**config.mk**
```make
export PLATFORM = sky130hd
export DESIGN_NAME = dmem_loader
export DESIGN_NICKNAME = d
export VERILOG_FILES = /design/src/rtl/dmem_loader.sv
export SDC_FILE = /design/constraint.sdc
export NUM_CORES = 1
export LEC_CHECK = 0
export ABC_AREA = 1
export CORE_MARGIN = 2
export CORE_UTILIZATION = 40
export CTS_BUF_LIST = sky130_fd_sc_hd__clkbuf_8
export DETAILED_ROUTE_END_ITERATION = 10
export HOLD_SLACK_MARGIN = 0.02
export PLACE_DENSITY_LB_ADDON = 0.08
export SLEW_MARGIN = 20
export SYNTH_ARGS = -nofsm -noshare
export SYNTH_HDL_FRONTEND = slang
export SYNTH_SLANG_ARGS = --single-unit
```
**constraint.sdc**
```tcl
create_clock -name CLOCK_50 -period 1.7 [get_ports CLOCK_50]
set_clock_uncertainty 0.1 [all_clocks]
set_input_delay 0.34 -clock CLOCK_50 [delete_from_list [all_inputs] [get_ports CLOCK_50]]
set_output_delay 0.34 -clock CLOCK_50 [all_outputs]
set_load 0.05 [all_outputs]
```
**src/rtl/dmem_loader.sv**
```systemverilog
// rtl/dmem_loader.sv - streams matrices into CPU data memory, runs the CPU, streams the result region back out
module dmem_loader #(
    parameter int M       = 100,
    parameter int N       = 50,
    parameter int N2      = 2,
    parameter int DATA_W  = 32,
    parameter int ADDR_W  = 16,
    parameter int TIMEOUT = 1000000
) (
    input  logic              CLOCK_50,
    input  logic              rst,
    input  logic              start,
    input  logic              in_valid,
    output logic              in_ready,
    input  logic [DATA_W-1:0] in_data,
    output logic              mem_we,
    output logic              mem_re,
    output logic [ADDR_W-1:0] mem_addr,
    output logic [DATA_W-1:0] mem_wdata,
    input  logic [DATA_W-1:0] mem_rdata,
    output logic              cpu_rst,
    input  logic              cpu_done,
    output logic              out_valid,
    input  logic              out_ready,
    output logic [DATA_W-1:0] out_data,
    output logic              out_last,
    output logic              busy,
    output logic              timed_out,
    output logic [31:0]       run_cycles
);

    localparam logic [ADDR_W-1:0] LAST_IDX = ADDR_W'(M*N + N*N2 - 1);
    localparam logic [ADDR_W-1:0] RES_BASE = ADDR_W'(M*N + N*N2);
    localparam logic [ADDR_W-1:0] LAST_K   = ADDR_W'(M*N2 - 1);
    localparam logic [ADDR_W-1:0] ONE_A    = ADDR_W'(1);
    localparam logic [31:0]       RUN_LAST = 32'(TIMEOUT - 1);

    localparam logic [2:0] S_IDLE   = 3'd0;
    localparam logic [2:0] S_LOAD   = 3'd1;
    localparam logic [2:0] S_SETTLE = 3'd2;
    localparam logic [2:0] S_RUN    = 3'd3;
    localparam logic [2:0] S_RD     = 3'd4;
    localparam logic [2:0] S_LAT    = 3'd5;
    localparam logic [2:0] S_OUT    = 3'd6;
    localparam logic [2:0] S_FINISH = 3'd7;

    logic [2:0]        state_q, state_d;
    logic [ADDR_W-1:0] idx_q, idx_d;
    logic [ADDR_W-1:0] k_q, k_d;
    logic [31:0]       run_q, run_d;
    logic              to_q, to_d;
    logic              we_q, we_d;
    logic              re_q, re_d;
    logic [ADDR_W-1:0] addr_q, addr_d;
    logic [DATA_W-1:0] wdata_q, wdata_d;
    logic [DATA_W-1:0] odata_q, odata_d;

    assign in_ready   = (state_q == S_LOAD);
    assign out_valid  = (state_q == S_OUT);
    assign out_last   = (state_q == S_OUT) && (k_q == LAST_K);
    assign busy       = (state_q != S_IDLE) && (state_q != S_FINISH);
    // CPU stays out of reset from RUN onward so its state remains observable after FINISH
    assign cpu_rst    = (state_q == S_IDLE) || (state_q == S_LOAD) || (state_q == S_SETTLE);
    assign mem_we     = we_q;
    assign mem_re     = re_q;
    assign mem_addr   = addr_q;
    assign mem_wdata  = wdata_q;
    assign out_data   = odata_q;
    assign timed_out  = to_q;
    assign run_cycles = run_q;

    always_comb begin
        state_d = state_q;
        idx_d   = idx_q;
        k_d     = k_q;
        run_d   = run_q;
        to_d    = to_q;
        we_d    = 1'b0;
        re_d    = 1'b0;
        addr_d  = addr_q;
        wdata_d = wdata_q;
        odata_d = odata_q;
        case (state_q)
            S_IDLE, S_FINISH: begin
                if (start) begin
                    state_d = S_LOAD;
                    idx_d   = '0;
                    run_d   = '0;
                    to_d    = 1'b0;
                end
            end
            S_LOAD: begin
                if (in_valid) begin
                    we_d    = 1'b1;
                    addr_d  = idx_q;
                    wdata_d = in_data;
                    idx_d   = idx_q + ONE_A;
                    if (idx_q == LAST_IDX) state_d = S_SETTLE;
                end
            end
            S_SETTLE: state_d = S_RUN;
            S_RUN: begin
                run_d = run_q + 32'd1;
                if (cpu_done) begin
                    state_d = S_RD;
                    k_d     = '0;
                    re_d    = 1'b1;
                    addr_d  = RES_BASE;
                end else if (run_q == RUN_LAST) begin
                    state_d = S_FINISH;
                    to_d    = 1'b1;
                end
            end
            S_RD: state_d = S_LAT;
            S_LAT: begin
                odata_d = mem_rdata;
                state_d = S_OUT;
            end
            S_OUT: begin
                if (out_ready) begin
                    if (k_q == LAST_K) begin
                        state_d = S_FINISH;
                    end else begin
                        // Strobe is registered, so the read is launched on the transition into RD
                        state_d = S_RD;
                        k_d     = k_q + ONE_A;
                        re_d    = 1'b1;
                        addr_d  = RES_BASE + k_q + ONE_A;
                    end
                end
            end
            default: state_d = S_IDLE;
        endcase
    end

    always_ff @(posedge CLOCK_50 or negedge rst) begin
        if (!rst) begin
            state_q <= S_IDLE;
            idx_q   <= '0;
            k_q     <= '0;
            run_q   <= '0;
            to_q    <= 1'b0;
            we_q    <= 1'b0;
            re_q    <= 1'b0;
            addr_q  <= '0;
            wdata_q <= '0;
            odata_q <= '0;
        end else begin
            state_q <= state_d;
            idx_q   <= idx_d;
            k_q     <= k_d;
            run_q   <= run_d;
            to_q    <= to_d;
            we_q    <= we_d;
            re_q    <= re_d;
            addr_q  <= addr_d;
            wdata_q <= wdata_d;
            odata_q <= odata_d;
        end
    end

endmodule

```
==> results.toml, run 1 <==
[floorplanning]
die_y_um = 145
coreArea_um2 = 19500
row_count = 51
start_util_pct = 40.8
die_area_um2 = 21000
ioPinCount = 190
die_x_um = 145

[final_layout]
diodes = 0
syn2layout_area_growth_pct = 62.4
nets = 1537
nFillCells = 1659
drive_above_1_share_pct = 31.4

[placement]
hpwl_mm = 18.9
place.port_buffers = 189
place_congestion = 0.972

[detailed_routing]
wl_per_cell_um = 15.4
routed_via_density = 5.09
drcViolationCount = 0
wl_mm = 26.9
wl_met3_mm = 1.48
dr_total_vias = 8868
first_pass_iters = 6
postRouteAntennaNets = 0
wl_met2_mm = 13.4
dr.max_layer_used = "met4"
drt_iter0_markers = 586
wl_met1_mm = 11.3

[timing]
hold_viol = 0
worst_slack_ps = -389
rsz0062_at_grt = "yes"
setup_violations = 88
fin_crit_sh_pct = 123
fmaxAchievable_mhz = 479
slew_headroom_pct = 69.0
slew_violations = 0
setup_tns_ps = -11370
period_needed_ps = 2090
worst_pin_slew_ps = 462

[global_route]
antenna_found_initial = 0
grt_max_degree = 48
overflow = 0
grt_pass1_vias = 8260
grt_usage_pct = 24.3
grt_pass1_wl_mm = 41.8

[worst_setup_path]
worst_r2r_endpoint = "mem_addr[3]$_DFFE_PN0P_"
critPathCapture = "in_ready"
crit-reg2reg-launch = "state_q[1]$_DFFE_PN0P_"
slowest_stage = "dfrtp_2"
cp_num_buf_inv = 4
cp-end-kind = "output port"
start_kind = "flip-flop"
crit_required_ps = 1260
worstSetupPathType = "flip-flop to output port"
crit_cells = 6
cp-startpoint = "state_q[1]$_DFFE_PN0P_"
critical-path-top-delay-family = "buffers and inverters"
reg2reg_depth = 12
regToRegSetupSlack_ps = -230
cp_cell_sequence = "inv_2 -> nand2_2 -> nor2_4 -> buf_6 -> buf_8 -> buf_12"
cp.arrival_ps = 1650
cp_max_fo = 9
slowest_delay_ps = 460

[synth]
ys_seq_elements = 150
syn_avg_cell_area_um2 = 7.13
netlist_instances = 1114
syn_area_um2 = 7950
ys_dominant_reg_cell = "dfrtp_1"
yosys_warnings = 0
async_flop_share_pct = 100
yosys.cell_types.count = 37
ys_seq_area_share_pct = 47.2
synth_nets = 1188
synth_edf_count = 0

[clocking]
cts_tree = "built"
insertion_delay_ps = 470
numCtsBuffers = 17
h-tree-depth = 4
clkSinkCount = 150
cts_buffer_depth = 2
cts-root-buf = "clkbuf_8"
clk_pin_slew_worst_paths_ps = 90

[run_status]
run_status = "finished, violations left"
violations = "setup timing"

[job]
maxCapViolCount = 0

[pwr]
power_w = 0.0229
ir_drop_uv = 1460
power.density_nw_per_um2 = 1770
leakagePower_nw = 6.16

[hold_path]
hold_path.class = "primary input to async pin"
[layout by cell type (no fill, tap or decap), types with 3 or more instances in the layout]
cell type        count
nor2_2              12
inv_1               77
xor2_1               9
nor2_1              96
buf_12              64
nor3_1              21
buf_4              199
nand2_4              8
a21oi_1             10
nor2_4              17
dfrtp_2             21
nand3_2             12
o21ai_1             25
nand2_1            413
o21ai_2             13
o21ai_0             18
buf_8                4
inv_4                3
clkdlybuf4s50_1     68
nand2_2             12
clkinvlp_4           6
dfrtp_1            129
nand2_8              3
inv_2                8
inv_6                5
or2_2                3
buf_6               27
clkbuf_8            17
a21oi_2              6
o211ai_1             5
nand3_1             93
nand4_1             36
inv_8                4
[Yosys cell counts, drive strengths merged, types with 2 or more instances]
cell type / instances / area, um^2
nand3: 105 / 526
o211ai: 5 / 37.5
clkbuf: 25 / 93.8
ha: 4 / 50.1
a22oi: 2 / 15.0
nand3b: 2 / 15.0
nand4: 36 / 225
nand2: 435 / 1640
buf: 12 / 66.3
dfrtp: 150 / 3750
o21ai: 57 / 285
inv: 90 / 338
a21oi: 17 / 92.6
nor3: 23 / 120
o22ai: 3 / 18.8
or2: 3 / 18.8
nor2: 125 / 492
nor3b: 2 / 15.0
o31ai: 2 / 15.0
xor2: 9 / 78.8
[layer usage]
layer	global-route usage [%]	up-vias
li1	-	4274
met2	41.8	345
met1	31.7	4185
met4	7.82	0
met5	0	-
met3	3.58	64
[per-stage QoR]
stage	std cells	area, um^2	util (%)	worst slack (ps)	hold slack (ps)
floorplan	1114	8080	-	-102	-55.6
global placement	1661	11600	59.5	-163	147
detailed placement	1661	11600	59.5	-175	145
CTS	1713	12200	62.9	-384	202
global route	1741	12900	66.3	-472	221
finish	1741	12900	66.3	-389	216
[final cells by class]
cell class              count  area, um^2  area share, %
repair buffers            365        3880           30.1
clock inverters            15         121          0.940
flip-flops and latches    150        3780           29.3
clock buffers              17         234           1.81
repair inverters            1        8.76         0.0679
well taps                 265         332           2.57
inverters                  91         377           2.92
multi-input cells         837        4170           32.3
[registers in the layout (all words and copies together) (netlist names)]
register	flops
mem_wdata	32
out_data	32
run_cycles	32
idx_q	16
k_q	16
mem_addr	16
state_q	3
mem_re	1
mem_we	1
timed_out	1
[worst reg2reg max path: stages (launching register included)]
cell	delay, ps
dfrtp_2	460
buf_6	130
nand2_2	90
nor2_4	60
buf_4	130
buf_6	110
nand2_2	60
nand3_2	90
nor2_4	200
nand2_8	120
buf_6	160
nand2_1	50
o21ai_1	50
[what timing repair did]
action | CTS | global route
hold buffers | 1 | 0
pin swaps | 13 | 23
gates cloned | 3 | 4
gates resized for setup | 54 | 123
endpoints found under the setup margin | 80 | 149
endpoints found under the hold margin | 150 | 0
setup buffers | 16 | 24
[worst min path at each step]
stage	from	to	cells after the start
floorplan	rst	idx_q[0]$_DFFE_PN0P_	0
global placement	rst	run_cycles[21]$_DFFE_PN0P_	1
detailed placement	rst	run_cycles[17]$_DFFE_PN0P_	1
finish	rst	run_cycles[23]$_DFFE_PN0P_	2
CTS	rst	mem_wdata[16]$_DFFE_PN0P_	2
global route	rst	run_cycles[23]$_DFFE_PN0P_	2
[cell families after synthesis]
kind of cell / after synthesis / share of synthesized area, %
AOI/OAI and AO/OA: 91 / 6.33
xor gates and xnor gates: 9 / 0.992
adders and majority gates: 4 / 0.630
buffers and inverters: 128 / 6.33
DFF: 150 / 47.2
and+or+nand+nor: 732 / 38.5
[power breakdown]
part	total, W	internal (W)	switching [W]
sequential	0.00567	0.00477	0.000898
clock	0.00261	0.00104	0.00157
combinational	0.0146	0.00576	0.00884
total	0.0229	0.0116	0.0113
(Power assumes the default switching activity.)
==> run 2: changes to the inputs <==
CTS_BUF_LIST = not set   (was sky130_fd_sc_hd__clkbuf_8)
GPL_TIMING_DRIVEN = 0   (was not set)
==> run 2 against run 1 <==
Against the previous run: the run still ends with setup timing left; sequential power rose by 1%; hold slack improved by 120 ps; maximum frequency rose by 2.9%; register-to-register slack got worse by 20 ps; final cell count fell by 3.9%; largest power group unchanged.
==> results.toml, run 2 (synthesis results as in run 1) <==
[run_status]
run_status = "finished, violations left"
violations = "setup timing"

[pwr]
leakagePower_nw = 5.78
power_w = 0.0233
power.density_nw_per_um2 = 1860
ir_drop_uv = 1400

[timing]
fmaxAchievable_mhz = 493
hold_viol = 0
worst_slack_ps = -330
period_needed_ps = 2030
worst_pin_slew_ps = 573
setup_violations = 95
slew_violations = 0
setup_tns_ps = -12770
fin_crit_sh_pct = 119
rsz0062_at_grt = "yes"
slew_headroom_pct = 61.8

[worst_setup_path]
cp-end-kind = "output port"
slowest_delay_ps = 440
cp_max_fo = 3
reg2reg_depth = 12
regToRegSetupSlack_ps = -250
cp_cell_sequence = "nor2_4 -> nand2_2 -> nor2_4 -> nand3_4 -> clkinvlp_4 -> buf_8"
start_kind = "flip-flop"
slowest_stage = "dfrtp_2"
worstSetupPathType = "flip-flop to output port"
crit_required_ps = 1260
crit-reg2reg-launch = "state_q[1]$_DFFE_PN0P_"
cp.arrival_ps = 1590
worst_r2r_endpoint = "mem_addr[9]$_DFFE_PN0P_"
cp_common_cell = "nor2_4"

[floorplanning]
die_area_um2 = 21000
coreArea_um2 = 19500
start_util_pct = 40.8
die_y_um = 145
row_count = 51
ioPinCount = 190
die_x_um = 145

[detailed_routing]
postRouteAntennaNets = 0
drcViolationCount = 0
wl_mm = 26.5
wl_per_cell_um = 15.8
routed_via_density = 5.12
drt_iter0_markers = 629
first_pass_iters = 7
dr_total_vias = 8560

[clocking]
clk_pin_slew_worst_paths_ps = 70
insertion_delay_ps = 440
clkSinkCount = 150
cts_tree = "built"
h-tree-depth = 4
numCtsBuffers = 17
cts_buffer_depth = 2
cts-root-buf = "clkbuf_16"

[final_layout]
drive_above_1_share_pct = 32.1
nets = 1470
diodes = 0
final_cell_mix = "nand2_1 (396), dfrtp_1 (117), clkdlybuf4s15_2 (91)"
final_common_cell = "nand2_1"
postLayoutCoreUtil_pct = 64.4
fin_area_um2 = 12500
syn2layout_area_growth_pct = 57.7

[placement]
placed_area_um2 = 10300
place.port_buffers = 189
place_congestion = 0.898
hpwl_mm = 17.5

[hold_path]
hold_end = "mem_wdata[18]$_DFFE_PN0P_"
hold_path.class = "primary input to flip-flop"
min_from = "in_data[18]"
hold_depth = 3

[global_route]
overflow = 0
grt_max_degree = 82
antenna_found_initial = 0
grt_pass1_wl_mm = 42.7
grt_pass1_vias = 8168
grt_usage_pct = 25.0

[job]
maxCapViolCount = 0
==> run 2: routing by layer <==
metal	wire length, um	track usage, %
met4	703	8.17
met2	13000	42.4
met1	11400	32.5
met5	0	0
met3	1330	4.37
==> run 2: what timing repair did <==
item                                   in CTS  in global routing
setup endpoints to repair                 268                164
endpoints found under the hold margin      69                  0
pin swaps                                  26                 28
gates resized for setup                   598                141
hold buffers                                1                  0
buffers inserted                           55                 17
gates cloned                                9                  2
==> run 2: worst max-delay path by stage <==
stage | startpoint | endpoint | slack, ps | cells after the start
2_1_floorplan | run_cycles[0]$_DFFE_PN0P_ | state_q[2]$_DFFE_PN0P_ | -100 | 10
3_3_place_gp | rst | run_cycles[15]$_DFFE_PN0P_ | -6890 | 1
3_5_place_dp | k_q[0]$_DFFE_PN0P_ | out_last | -900 | 6
4_1_cts | k_q[13]$_DFFE_PN0P_ | out_last | -300 | 6
5_1_grt | k_q[8]$_DFFE_PN0P_ | out_last | -380 | 6
6_report | k_q[8]$_DFFE_PN0P_ | out_last | -330 | 6
==> run 2: stage by stage <==
stage | instances | worst slack, ps | hold slack [ps]
floorplan | 1114 | -102 | -55.6
global placement | 1568 | -6890 | 352
detailed placement | 1569 | -902 | 246
CTS | 1658 | -296 | 317
global route | 1673 | -379 | 331
finish | 1673 | -330 | 331
==> run 2: critical path, delay by kind of cell (launching register included) <==
| family | cells | cell delay [ps] |
|---|---|---|
| AND/OR/NAND/NOR | 4 | 480 |
| flip-flops | 1 | 440 |
| buffers and inverters | 2 | 230 |
==> run 2: final cells by class <==
cell class                      instances  area, um^2
Fill cell                            1703        6930
Multi-Input combinational cell        837        4360
Sequential cell                       150        3790
Timing Repair Buffer                  269        2720
Clock buffer                           17         425
Inverter                               91         378
Tap cell                              265         332
Buffer                                 30         328
Clock inverter                         14         199
==> run 2: power by group <==
group / switching (W) / internal, W
clock network: 0.00162 / 0.00246
logic: 0.00870 / 0.00478
registers: 0.000936 / 0.00480
total: 0.0113 / 0.0120
==> run 3: changes to the inputs <==
SKIP_CTS_REPAIR_TIMING = 1   (was not set)
==> run 3 against run 2 <==
Against the previous run: the run still ends with setup timing left; sequential power fell by 1%; wire length down 6.4%; global-route usage decreased by 2.2 points; combinational power is 13% lower; critical path depth stayed put; count of clock-buffer cells in the layout did not move; non-clock buffer count decreased by 18; maximum frequency shrank 4.1%; power is 7.8% lower; clock power barely moved.
==> results.toml, run 3 (synthesis results as in run 1) <==
[global_route]
grt_pass1_wl_mm = 39.0
grt_usage_pct = 22.8
grt_pass1_vias = 7526
antenna_found_initial = 0
grt_max_degree = 82
overflow = 0

[floorplanning]
start_util_pct = 40.8
die_area_um2 = 21000
die_y_um = 145
coreArea_um2 = 19500
die_x_um = 145
row_count = 51
ioPinCount = 190

[detailed_routing]
routed_via_density = 5.04
drt_iter0_markers = 537
first_pass_iters = 7
drcViolationCount = 0
wl_per_cell_um = 15.0
dr_total_vias = 8328
postRouteAntennaNets = 0
wl_mm = 24.8

[final_layout]
final_common_cell = "nand2_1"
postLayoutCoreUtil_pct = 60.8
nets = 1451
drive_above_1_share_pct = 17.5
syn2layout_area_growth_pct = 48.9
final_cell_mix = "nand2_1 (421), dfrtp_1 (118), nor2_1 (104)"
diodes = 0
layout.cells.non_filler = 1654

[worst_setup_path]
cp_num_buf_inv = 2
cp_max_fo = 5
slowest_delay_ps = 460
cp-end-kind = "output port"
crit_required_ps = 1260
start_kind = "flip-flop"
worstSetupPathType = "flip-flop to output port"
critical-path-top-delay-family = "simple AND/OR/NAND/NOR gates"
slowest_stage = "dfrtp_2"
cp_cell_sequence = "nor2_1 -> nand3_1 -> nor2_4 -> nand3_4 -> clkinvlp_4 -> buf_8"
cp.arrival_ps = 1680

[pwr]
power_w = 0.0215
ir_drop_uv = 1300
leakagePower_nw = 6.70
power.density_nw_per_um2 = 1820

[hold_path]
hold_path.class = "primary input to flip-flop"

[clocking]
cts-root-buf = "clkbuf_16"
cts_tree = "built"
numCtsBuffers = 17
clkSinkCount = 150
h-tree-depth = 4
clk_pin_slew_worst_paths_ps = 70
cts_buffer_depth = 2
insertion_delay_ps = 440

[timing]
hold_viol = 0
setup_tns_ps = -18490
setup_violations = 146
worst_pin_slew_ps = 575
rsz0062_at_grt = "yes"
period_needed_ps = 2120
slew_violations = 0
fin_crit_sh_pct = 125
slew_headroom_pct = 61.6
fmaxAchievable_mhz = 472
worst_slack_ps = -417

[run_status]
run_status = "finished, violations left"
violations = "setup timing"

[placement]
place_congestion = 0.898
pre_cts_ws_ps = -902
dp_cells = 1569
place.port_buffers = 189
hpwl_mm = 17.5

[job]
maxCapViolCount = 0
-- run 3: cell count changes in the layout (fill, tap and decap cells not counted), moves of 16 or more --
| cell | change |
|---|---|
| dlymetal6s2s_1 | +95 |
| clkdlybuf4s15_2 | -91 |
| nand2_1 | +25 |
| buf_6 | -22 |
| nor2_1 | +22 |
| clkbuf_2 | +18 |
| buf_2 | -17 |
| nand2_2 | -16 |
-- run 3: per-layer routing --
| layer | wire (um) | global-route usage (%) |
|---|---|---|
| met5 | 0 | 0 |
| met4 | 496 | 7.72 |
| met3 | 1250 | 4.15 |
| met2 | 11900 | 37.0 |
| met1 | 11200 | 30.7 |
-- run 3: cell type report --
cell class,instances,area (um^2)
multi-input combinational,836,3930
buffer,31,241
inverter,91,363
timing repair buffer,250,2550
sequential,150,3790
clock buffer,17,425
clock inverter,14,199
fill,1777,7630
tap,265,332
-- run 3: path summary, 6_finish.rpt --
check / from / to / slack [ps] / cells after the start
min reg2reg: out_data[7]$_DFFE_PN0P_ / out_data[7]$_DFFE_PN0P_ / 360 / 2
max in group asynchronous: rst / out_data[15]$_DFFE_PN0P_ / 360 / 3
min: mem_rdata[3] / out_data[3]$_DFFE_PN0P_ / 330 / 3
min in group asynchronous: rst / run_cycles[29]$_DFFE_PN0P_ / 360 / 2
max: k_q[10]$_DFFE_PN0P_ / out_last / -420 / 6
max reg2reg: state_q[1]$_DFFE_PN0P_ / mem_wdata[20]$_DFFE_PN0P_ / -280 / 10
-- run 3: metrics by stage --
| stage | cell area, um^2 | hold slack, ps |
|---|---|---|
| after floorplan | 8080 | -55.6 |
| after global placement | 10300 | 352 |
| after detailed placement | 10300 | 246 |
| after CTS | 11000 | -220 |
| after global routing | 11800 | 329 |
| final | 11800 | 335 |
-- run 3: power by group --
group	switching, W	total [W]	internal [W]
registers	0.000875	0.00567	0.00479
logic	0.00788	0.0117	0.00387
clock network	0.00161	0.00408	0.00247
total	0.0104	0.0215	0.0111
-- run 3: tightest hold or removal path, cell delays in order --
cell             delay (ps)
clkdlybuf4s50_1         390
nand2_1                  60
nand2_1                  50
==> edit 1: new RTL, flow settings as in run 3 <==
Make the reset (`rst`) synchronous in one clocked block.
--- a/src/rtl/dmem_loader.sv
+++ b/src/rtl/dmem_loader.sv
@@ -134,5 +134,5 @@
     end
 
-    always_ff @(posedge CLOCK_50 or negedge rst) begin
+    always_ff @(posedge CLOCK_50) begin
         if (!rst) begin
             state_q <= S_IDLE;
Formal check against the unedited RTL: differs if rst is asserted again (counterexample within 4 cycles, from zero or initial values and one cycle with rst low); with rst held inactive, the same outputs for 10 cycles.
==> edit 1 against run 3 <==
Final area grew 7.9%. Setup slack gained 0.034 ns. Total power shrank 26%. Sequential share of layout area shrank 7.9 points. Sequential cell count is the same. The run still ends with negative setup slack left. Global-route usage grew 3.0 points. Synthesized area is essentially flat. Largest power group unchanged. Wire length grew 22%.
==> edit 1: results (changes against run 3) <==
* Seq/Total Area, Yosys at 37.8% (was 47.2%)
* Post-synthesis adder-cell area fraction at 0.630% (about the same)
* Final setup vio count at 94 (was 146)
* Maximum vdd drop at 0.894 mV (was 1.30 mV)
* Xor/xnor share of the synthesized area at 0.992% (about the same)
* Routability cong. at 0.916 (was 0.898)
* Vias in the first global route at 8002 (was 7526)
* Pre-CTS setup slack at -1.10 ns (was -0.902 ns)
* Final WL at 30.1 mm (was 24.8 mm)
* Synth top cells by count: nand2_1, nor2_1, dfxtp_1 (was nand2_1, dfrtp_1, nor2_1)
* Register area at 3090 sq um (was 3790 sq um)
* Top cells by area, synth: dfxtp_1, nand2_1, nor2_1, nand3_1, a21oi_1 (was dfrtp_1, nand2_1, nand3_1, nor2_1, inv_1)
* Post-synth cell types at 47 (was 37)
* Layout filler cell count at 1706 (was 1777)
* Placed Cells at 1697 (was 1569)
* LEAKAGE at 6.27 nW (was 6.70 nW)
* Worst r2r src: state_q[1]$_SDFFE_PN0P_ (was state_q[1]$_DFFE_PN0P_)
* Worst min path class: reg2reg (was in2reg)
* Total GRT Usage at 25.8% (was 22.8%)
* Slew HR at 41.0% (was 61.6%)
* Compound-cell area share of the yosys netlist at 12.0% (was 6.33%)
* R2R setup slack at -0.30 ns (was -0.28 ns)
* Syn nets at 1317 (was 1188)
* TNS Setup at -13.09 ns (was -18.49 ns)
* Slowest-stage cell, CP: dfxtp_2 (was dfrtp_2)
* Share of cells above drive strength 1 at 29.3% (was 17.5%)
* DR vias/cell at 5.20 (was 5.04)
* Crit. Startpoint: k_q[2]$_SDFFE_PN0P_ (was k_q[10]$_DFFE_PN0P_)
* RR Endpoint: mem_addr[6]$_SDFFE_PN0P_ (was mem_wdata[20]$_DFFE_PN0P_)
* Largest net degree at the start of global routing at 17 (was 82)
* Final setup margin at -0.382 ns (was -0.417 ns)
* Outcome: finished with violations (unchanged)
* Post-synthesis mux area share at 0.126% (was 0%)
* Critical path's largest stage delay at 0.32 ns (was 0.46 ns)
* ClkCell Share at 4.91% (was 5.28%)
* DR iter-0 viols at 693 (was 537)
* # nets final at 1599 (was 1451)
* Cell depth of the worst flop-to-flop path at 12 (was 10)
* Failing checks: negative setup slack (unchanged)
* HPWL Detailed at 20.1 mm (was 17.5 mm)
* Fin area at 12800 sq um (was 11800 sq um)
* Global-route wire length before repair at 43.3 mm (was 39.0 mm)
## edit 1: stage by stage
stage                     utilization, %  hold WS [ns]  power [mW]
after floorplan                        -         0.358        7.84
after global placement              52.6         0.347        9.59
after detailed placement            52.6         0.356        9.61
after CTS                           55.8         0.356        13.7
after global routing                65.6         0.359        16.5
final                               65.6         0.354        15.8
## edit 1: per-layer routing
layer / vias up / part of all wire, % / GRT usage (%) / wire, um
li1: 4580 / - / - / -
met1: 4342 / 42 / 34.0 / 12700
met2: 361 / 47 / 41.8 / 14100
met3: 85 / 7.3 / 6.10 / 2190
met4: 0 / 3.7 / 8.42 / 1110
met5: - / 0 / 0 / 0
## edit 1: worst min path at each step
stage	from	end	slack, ns	cells after the start
after floorplan	idx_q[6]$_SDFFE_PN0P_	idx_q[6]$_SDFFE_PN0P_	0.36	1
after global placement	out_data[26]$_SDFFE_PN0P_	out_data[26]$_SDFFE_PN0P_	0.35	2
after detailed placement	out_data[28]$_SDFFE_PN0P_	out_data[28]$_SDFFE_PN0P_	0.36	2
after CTS	mem_rdata[20]	out_data[20]$_SDFFE_PN0P_	0.36	3
after global routing	mem_rdata[20]	out_data[20]$_SDFFE_PN0P_	0.36	3
final	out_data[0]$_SDFFE_PN0P_	out_data[0]$_SDFFE_PN0P_	0.35	2
## edit 1: worst min-delay path: cells and delay by family (launching register included)
kind / cells / cell delay, ns
flops: 1 / 0.30
simple gates: 1 / 0.06
compound gates: 1 / 0.05
## edit 1: power breakdown
| group | internal (mW) | leakage [nW] | total, mW | switching (mW) |
|---|---|---|---|---|
| clock network | 2.38 | 0.306 | 4.14 | 1.77 |
| logic | 2.91 | 4.72 | 7.38 | 4.47 |
| registers | 3.98 | 1.24 | 4.32 | 0.335 |
| total | 9.26 | 6.27 | 15.8 | 6.57 |
==> edit 2: new RTL, settings of run 3 <==
Without the edit above. Change the parameter `DATA_W` from 32 to 16.
--- a/src/rtl/dmem_loader.sv
+++ b/src/rtl/dmem_loader.sv
@@ -4,5 +4,5 @@
     parameter int N       = 50,
     parameter int N2      = 2,
-    parameter int DATA_W  = 32,
+    parameter int DATA_W  = 16,
     parameter int ADDR_W  = 16,
     parameter int TIMEOUT = 1000000
Ports: changed (resized in_data, mem_rdata, mem_wdata and out_data); port bits go from 190 to 126. The function was not compared with the original's and may differ.
==> edit 2 against run 3 <==
The run still ends with negative setup slack left. Final area down 9.8%. Sequential cell count down 32. Sequential power down 22%. Wire length down 7.7%. First-iteration DRC count down 3.9%. Largest power group unchanged. Combinational power down 4%. Synthesized area down 14%. Non-clock buffer count down 44. Total power down 10%. Setup slack better by 0.056 ns. Highest routed layer unchanged.
==> edit 2: results (changes against run 3) <==
* Worst min path class: in2reg (unchanged)
* Htree depth at 4 (unchanged)
* Finished Layout Cells at 1438 (was 1654)
* Routability cong. at 0.897 (was 0.898)
* Final WL at 22.9 mm (was 24.8 mm)
* Largest net degree at the start of global routing at 61 (was 82)
* Clock transition at the registers of the reported paths at 0.06 ns
* Outcome: finished with violations (unchanged)
* DRT Pass-1 Iters at 6 (was 7)
* Max FFs per register at 32
* Critical path's largest stage delay at 0.44 ns (was 0.46 ns)
* Seq/Total Area, Yosys at 43.4% (was 47.2%)
* Largest delay share family, worst path: flip-flops (was simple AND/OR/NAND/NOR gates)
* Post-synth cell types at 40 (was 37)
* Async set-reset flop share out of synthesis at 100% (unchanged)
* Global-route wire length before repair at 33.4 mm (was 39.0 mm)
* Syn nets at 1021 (was 1188)
* Share of cells above drive strength 1 at 31.1% (was 17.5%)
* Synth top cells by count: nand2_1, nor2_1, dfrtp_1 (was nand2_1, dfrtp_1, nor2_1)
* Final setup vio count at 64 (was 146)
* LEAKAGE at 5.54 nW (was 6.70 nW)
* Clk root buf: clkbuf_16 (unchanged)
* DR iter-0 viols at 516 (was 537)
* Placed Cells at 1325 (was 1569)
* Syn_area_per_cell at 6.95 sq um (was 7.13 sq um)
* Initial antenna violation count at 0 (unchanged)
* Crit path DAT at 1.62 ns (was 1.68 ns)
* CTS Buffer Depth at 2 (unchanged)
* TNS Setup at -12.74 ns (was -18.49 ns)
* Post-DP Area at 8490 sq um (was 10300 sq um)
* Slew HR at 60.7% (was 61.6%)
* Num CTS Buffers at 17 (unchanged)
* Vias in the first global route at 6611 (was 7526)
* CP Max Fanout at 5 (unchanged)
* Top cells by area, synth: dfrtp_1, nand2_1, nand3_1, nor2_1, inv_1 (unchanged)
* Cell depth of the worst flop-to-flop path at 9 (was 10)
* # nets final at 1247 (was 1451)
* Pre-CTS setup slack at -0.996 ns (was -0.902 ns)
* Antenna Cells at 0 (unchanged)
* Maximum vdd drop at 1.17 mV (was 1.30 mV)
* Slowest-stage cell, CP: dfrtp_2 (unchanged)
* Hold path cells at 3 (unchanged)
* Total GRT Usage at 23.3% (was 22.8%)
* Vias at 7458 (was 8328)
* Clk_lat worst skew at 0.42 ns (was 0.44 ns)
* Failing checks: negative setup slack (unchanged)
* HPWL Detailed at 15.2 mm (was 17.5 mm)
* Syn. warnings at 0 (unchanged)
* Final setup margin at -0.361 ns (was -0.417 ns)
* Port Buffer Count at 125 (was 189)
## edit 2: changes by cell type after synthesis, moves of 2 or more
cell      before  now
nand2_1      432  334
dfrtp_1      150  118
clkbuf_1      25   16
buf_4          1    3
nand2_4        0    2
## edit 2: power by group
part / total, mW / switching [mW] / internal [mW]
clock: 3.76 / 1.41 / 2.35
sequential: 4.43 / 0.755 / 3.67
combinational: 11.2 / 6.92 / 4.25
total: 19.4 / 9.08 / 10.3
## edit 2: final cells by class
class / instances / area [sq um]
fill: 1472 / 5910
multi-input combinational: 740 / 4080
sequential: 118 / 2990
timing repair buffer: 214 / 2100
clock buffer: 18 / 439
inverter: 91 / 375
tap: 220 / 275
buffer: 23 / 236
clock inverter: 14 / 176
## edit 2: logic make-up after synthesis
group	Yosys count	synth area share (%)
and+or+nand+nor	636	40.2
buffers and inverters	121	7.12
DFF	118	43.4
AOI/OAI and AO/OA	91	7.39
xor gates and xnor gates	9	1.16
adders and majority gates	4	0.736
## edit 2: path summary, 6_finish.rpt
kind | slack [ns] | from | endpoint
max in group asynchronous | 0.42 | rst | state_q[1]$_DFFE_PN0P_
min reg2reg | 0.36 | mem_wdata[12]$_DFFE_PN0P_ | mem_wdata[12]$_DFFE_PN0P_
min | 0.35 | in_data[12] | mem_wdata[12]$_DFFE_PN0P_
max reg2reg | -0.31 | state_q[1]$_DFFE_PN0P_ | idx_q[3]$_DFFE_PN0P_
max | -0.36 | k_q[1]$_DFFE_PN0P_ | out_last
min in group asynchronous | 0.36 | rst | run_cycles[26]$_DFFE_PN0P_
## edit 2: routing by layer
layer  up-vias  share of wire (%)  track usage (%)
li1       3649                  -                -
met1      3545                 43             30.4
met2       220                 49             38.9
met3        44                4.8             4.27
met4         0                2.2             8.30
met5         -                  0                0
